<file path="src/rtl/vga_timing_gen.sv">
// Raster timing generator: walks an h/v pixel counter pair on each pix_en step and produces
// syncs, video_on, blanked RGB and line/frame start pulses, all registered one step late.
module vga_timing_gen #(
    parameter int unsigned H_ACTIVE = 640,
    parameter int unsigned H_FP     = 16,
    parameter int unsigned H_SYNC   = 96,
    parameter int unsigned H_BP     = 48,
    parameter int unsigned V_ACTIVE = 480,
    parameter int unsigned V_FP     = 10,
    parameter int unsigned V_SYNC   = 2,
    parameter int unsigned V_BP     = 33,
    parameter bit          SYNC_POL = 1'b0,
    parameter int unsigned RGB_W    = 12
) (
    input  logic             clk,
    input  logic             rst,
    input  logic             pix_en,
    input  logic [RGB_W-1:0] rgb_in,
    output logic [9:0]       x,
    output logic [9:0]       y,
    output logic             hsync,
    output logic             vsync,
    output logic             video_on,
    output logic [RGB_W-1:0] rgb_out,
    output logic             line_start,
    output logic             frame_start
);

    localparam int unsigned H_TOTAL = H_ACTIVE + H_FP + H_SYNC + H_BP;
    localparam int unsigned V_TOTAL = V_ACTIVE + V_FP + V_SYNC + V_BP;

    localparam logic [9:0] HActive    = 10'(H_ACTIVE);
    localparam logic [9:0] HSyncStart = 10'(H_ACTIVE + H_FP);
    localparam logic [9:0] HSyncEnd   = 10'(H_ACTIVE + H_FP + H_SYNC);
    localparam logic [9:0] HLast      = 10'(H_TOTAL - 1);
    localparam logic [9:0] VActive    = 10'(V_ACTIVE);
    localparam logic [9:0] VSyncStart = 10'(V_ACTIVE + V_FP);
    localparam logic [9:0] VSyncEnd   = 10'(V_ACTIVE + V_FP + V_SYNC);
    localparam logic [9:0] VLast      = 10'(V_TOTAL - 1);

    logic [9:0]       h_cnt_q, h_cnt_d;
    logic [9:0]       v_cnt_q, v_cnt_d;
    logic             hsync_q, hsync_d;
    logic             vsync_q, vsync_d;
    logic             video_on_q, video_on_d;
    logic [RGB_W-1:0] rgb_out_q, rgb_out_d;
    logic             line_start_q, line_start_d;
    logic             frame_start_q, frame_start_d;

    logic h_wrap, v_wrap, active, in_hsync, in_vsync;

    // Decode is taken from the pre-increment counters so outputs trail x/y by one step.
    always_comb begin
        h_wrap   = (h_cnt_q == HLast);
        v_wrap   = (v_cnt_q == VLast);
        active   = (h_cnt_q < HActive) && (v_cnt_q < VActive);
        in_hsync = (h_cnt_q >= HSyncStart) && (h_cnt_q < HSyncEnd);
        in_vsync = (v_cnt_q >= VSyncStart) && (v_cnt_q < VSyncEnd);

        h_cnt_d       = h_cnt_q;
        v_cnt_d       = v_cnt_q;
        hsync_d       = hsync_q;
        vsync_d       = vsync_q;
        video_on_d    = video_on_q;
        rgb_out_d     = rgb_out_q;
        line_start_d  = 1'b0;
        frame_start_d = 1'b0;

        if (pix_en) begin
            h_cnt_d = h_wrap ? 10'd0 : h_cnt_q + 10'd1;
            if (h_wrap) begin
                v_cnt_d = v_wrap ? 10'd0 : v_cnt_q + 10'd1;
            end
            hsync_d       = in_hsync ? SYNC_POL : ~SYNC_POL;
            vsync_d       = in_vsync ? SYNC_POL : ~SYNC_POL;
            video_on_d    = active;
            rgb_out_d     = active ? rgb_in : '0;
            line_start_d  = (h_cnt_q == 10'd0);
            frame_start_d = (h_cnt_q == 10'd0) && (v_cnt_q == 10'd0);
        end
    end

    always_ff @(posedge clk) begin
        if (!rst) begin
            h_cnt_q       <= '0;
            v_cnt_q       <= '0;
            hsync_q       <= ~SYNC_POL;
            vsync_q       <= ~SYNC_POL;
            video_on_q    <= 1'b0;
            rgb_out_q     <= '0;
            line_start_q  <= 1'b0;
            frame_start_q <= 1'b0;
        end else begin
            h_cnt_q       <= h_cnt_d;
            v_cnt_q       <= v_cnt_d;
            hsync_q       <= hsync_d;
            vsync_q       <= vsync_d;
            video_on_q    <= video_on_d;
            rgb_out_q     <= rgb_out_d;
            line_start_q  <= line_start_d;
            frame_start_q <= frame_start_d;
        end
    end

    assign x           = h_cnt_q;
    assign y           = v_cnt_q;
    assign hsync       = hsync_q;
    assign vsync       = vsync_q;
    assign video_on    = video_on_q;
    assign rgb_out     = rgb_out_q;
    assign line_start  = line_start_q;
    assign frame_start = frame_start_q;

endmodule

</file>
<file path="config.mk">
export PLATFORM = sky130hd
export DESIGN_NAME = vga_timing_gen
export DESIGN_NICKNAME = d
export VERILOG_FILES = /design/src/rtl/vga_timing_gen.sv
export SDC_FILE = /design/constraint.sdc
export NUM_CORES = 1
export LEC_CHECK = 0
export CORE_ASPECT_RATIO = 1.4
export CORE_MARGIN = 2
export CORE_UTILIZATION = 35
export CTS_CLUSTER_DIAMETER = 80
export CTS_CLUSTER_SIZE = 14
export DETAILED_ROUTE_END_ITERATION = 6
export GPL_ROUTABILITY_DRIVEN = 0
export GPL_TIMING_DRIVEN = 0
export PLACE_DENSITY_LB_ADDON = 0.05
export SLEW_MARGIN = 30
export SYNTH_ARGS = -nofsm -noshare
export SYNTH_HDL_FRONTEND = slang
export SYNTH_SLANG_ARGS = --single-unit
</file>
<file path="constraint.sdc">
create_clock -name clk -period 1.8 [get_ports clk]
set_input_delay 0.45 -clock clk [delete_from_list [all_inputs] [get_ports clk]]
set_output_delay 0.45 -clock clk [all_outputs]
set_load 0.01 [all_outputs]
</file>
==> results by group <==
Finish
  – Layout Nets: 267
  – Antenna diodes: 0
  – Filler instances: 460
  – Share of cells above drive strength 1: 0.1492
  – Area grow syn2layout: 43.51%
  – Finished Cell Area: between 2000 and 3000 um2

Logic synthesis
  – Post-Syn Nets: 210
  – Syn Std Cell Area: ~1800 um2
  – Synth unique cells: 38
  – Synthesized flop and latch total: 37
  – Register area share after synthesis: 0.4223
  – Synth warn: 0
  – Syn avg cell area: between 9 and 10 um2
  – Cells after Synth: 191

Route
  – Final ANT Viol Nets: 0
  – Routed wire length: around 4500 um
  – Iteration-0 DRC Markers: 84
  – Drt wl/cell: 14.26 um
  – Vias: about 1,600
  – TritonRoute pass-1 iters: 4
  – DRC Markers: 0
  – Via/cell ratio: approximately 5.1

Power and ir drop
  – Leak Pwr: about 0.00093 uW
  – Worst vdd ir: about 0.50 mV
  – Pwr/cell area: around 670 nW/um2
  – Total Power: approximately 1700 uW

Placement
  – Port Buf Inserts: between 50 and 60
  – Placed inst area: ~2300 um2
  – Post-DP HPWL: 3128 um

Critical path
  – CP Class: register to primary output
  – WP data arrival: between 1 and 1.5 ns
  – CP Max Fanout: 6
  – R2R Setup Slk: approximately 0.050 ns
  – Cells along the critical path: clkdlybuf4s50_1
  – CP max-delay cell: clkdlybuf4s50_1
  – CP required: roughly 1.4 ns
  – R2R Path Start: x[0]
  – Worst setup SP type: register
  – End of the worst register-to-register path: y[8]
  – WP buf/inv: 1
  – Crit-path max cell delay: 0.58 ns
  – CP delay by family, top: buffers and inverters
  – FF-to-FF path depth: 5
  – Setup crit end kind: primary output

Clocking
  – Clock Tree Root: clkbuf_8
  – CTS sink count: 37
  – CTS tree: built
  – Clk_lat worst skew: a little under 0.3 ns
  – Hold_buf cts: 0
  – H-tree Lvls: 2
  – Inserted Clock Buffers: 5
  – Bufs on Longest Clock Path: 2
  – Worst-path clk slew: 0.07 ns

Timing
  – Final Hold Viols: 0
  – Total negative setup slack: 0 ns
  – Peak Freq: approximately 0.57 GHz
  – Slew HR: 0.6569
  – Worst Clk Skew: between 0.007 and 0.008 ns
  – Fin crit share: 0.9762
  – Worst-margin pin slew: about 0.51 ns
  – Setup violators final: 0
  – Hold Slack: approximately 0.5 ns
  – Crit path time final: between 1.5 and 2 ns
  – Final Max Tran Viols: 0

Global routing
  – First-pass GRT wire length: 7452 um
  – Gr ovfl total: 0
  – Vias in the first global route: about 1,500
  – Pin count of the biggest net entering global routing: 12
  – Total GRT Usage: 0.1676
  – Initial antenna violation count: 0

Floorplan
  – Die H: about 88 um
  – Rows: 30
  – Starting Density: 0.3623
  – Num ports: 52
  – DIE WIDTH: between 60 and 70 um
  – Area of the die: between 5000 and 6000 um2
  – CORE AREA: just under 5000 um2

Worst hold path
  – Hold depth: 1
  – Hold crit path type: register to register
  – Worst hold endpoint: y[0]
  – Hold path start: y[0]

Job
  – Maxcap violations: 0

Status
  – Outcome: completed
flip-flops by register name, summed over array words and instances (netlist names):
| signal | count |
|---|---|
| y | 10 |
| video_on | 1 |
| line_start | 1 |
| rgb_out | 12 |
| x | 10 |
| frame_start | 1 |
| hsync | 1 |
| vsync | 1 |
synthesized netlist by cell type:
cell,instances,area (um2)
o31ai_1,1,7.510
nand2_1,7,26.28
nand4bb_1,2,22.52
and3_1,5,31.28
nor2b_1,26,162.7
nand4_1,3,18.77
nor3b_1,1,7.510
o221ai_1,1,8.760
nor2_1,13,48.80
and4_1,5,43.79
or2_1,1,6.260
ha_1,4,50.05
nor4b_1,2,17.52
o21a_1,1,7.510
nor4_4,1,21.27
nor3_1,3,15.01
dfxtp_1,37,740.7
mux2i_1,3,30.03
o211ai_1,1,7.510
nand4_4,1,21.27
o21ai_0,3,15.01
nand2b_1,1,6.260
a2bb2oi_1,1,8.760
o31ai_2,1,12.51
and4bb_2,1,12.51
nand3_1,13,65.06
nand4b_2,1,15.01
inv_1,6,22.52
or4b_1,1,10.01
xor2_1,5,43.79
and2_1,3,18.77
xnor2_1,7,61.31
o41ai_1,4,35.03
a21oi_1,14,70.07
buf_2,3,15.01
nor4_1,3,18.77
and4b_1,1,10.01
clkbuf_1,5,18.77
how the worst max path moves through the flow:
| stage | from | endpoint | depth (start not counted) |
|---|---|---|---|
| after floorplan | x[0] | y[8] | 5 |
| after global placement | pix_en | y[8] | 5 |
| after detailed placement | pix_en | y[8] | 5 |
| after CTS | x[6] | x[6] | 1 |
| after global routing | x[0] | y[8] | 5 |
| final | y[7] | y[7] | 1 |
power breakdown:
part / internal, uW / leakage [uW] / switching, uW
Clock: 304 / 0.0000443 / 289
Combinational: 122 / 0.000573 / 87.4
Sequential: 847 / 0.000310 / 25.6
through the flow:
stage               cells  setup WS [ns]    util
floorplan             191        0.08064       -
global placement      306        -0.6393  0.4842
detailed placement    306        -0.6435  0.4842
CTS                   312       0.007656  0.5111
global route          312      -0.008446  0.5199
finish                312        0.04282  0.5199
per-layer routing:
layer / routed length [um] / global-route usage / vias up
li1: - / - / 797
met1: 2005 / 0.2063 / 736
met2: 2136 / 0.2794 / 51
met3: 214 / 0.03470 / 8
met4: 94 / 0.07905 / 0
met5: 0 / 0 / -
what timing repair did:
item	4_1_cts	5_1_grt
buffers inserted	0	0
gates cloned	0	0
pin swaps	1	2
endpoints found under the setup margin	25	10
gates resized for setup	21	12
cells in the final DEF (no fill, tap or decap), drive strengths merged, types with 2 or more instances in the layout:
cell type / instances
nand2: 7
nor4: 4
clkdlybuf4s50: 49
clkbuf: 11
dfxtp: 37
xnor2: 7
nand4: 4
nand4bb: 2
nand3: 13
inv: 6
o41ai: 4
nor3: 3
ha: 4
nor4b: 2
and4: 5
nor2: 13
xor2: 5
mux2i: 3
and3: 5
a21oi: 14
nor2b: 26
buf: 3
o21ai: 3
o31ai: 2
and2: 3
cells by family (layout without fill, tap and decap cells):
group / Yosys count / after routing / share of synthesized area
and+or+nand+nor: 94 / 94 / 0.3417
DFF: 37 / 37 / 0.4223
AOI/OAI and AO/OA: 27 / 27 / 0.09843
buffers and inverters: 14 / 71 / 0.03209
xor gates and xnor gates: 12 / 12 / 0.05991
adders and majority gates: 4 / 4 / 0.02853
muxes: 3 / 3 / 0.01712
layout make-up:
type	instances	area, um2	share of cell area
flip-flops and latches	37	765.7	0.3042
repair buffers	51	511.7	0.2033
well taps	64	80.08	0.03181
plain buffers	7	31.28	0.01243
multi-input cells	140	1020	0.4051
inverters	6	22.52	0.008946
clock buffers	7	86.33	0.03429
Power figures use the tool's default switching activity.
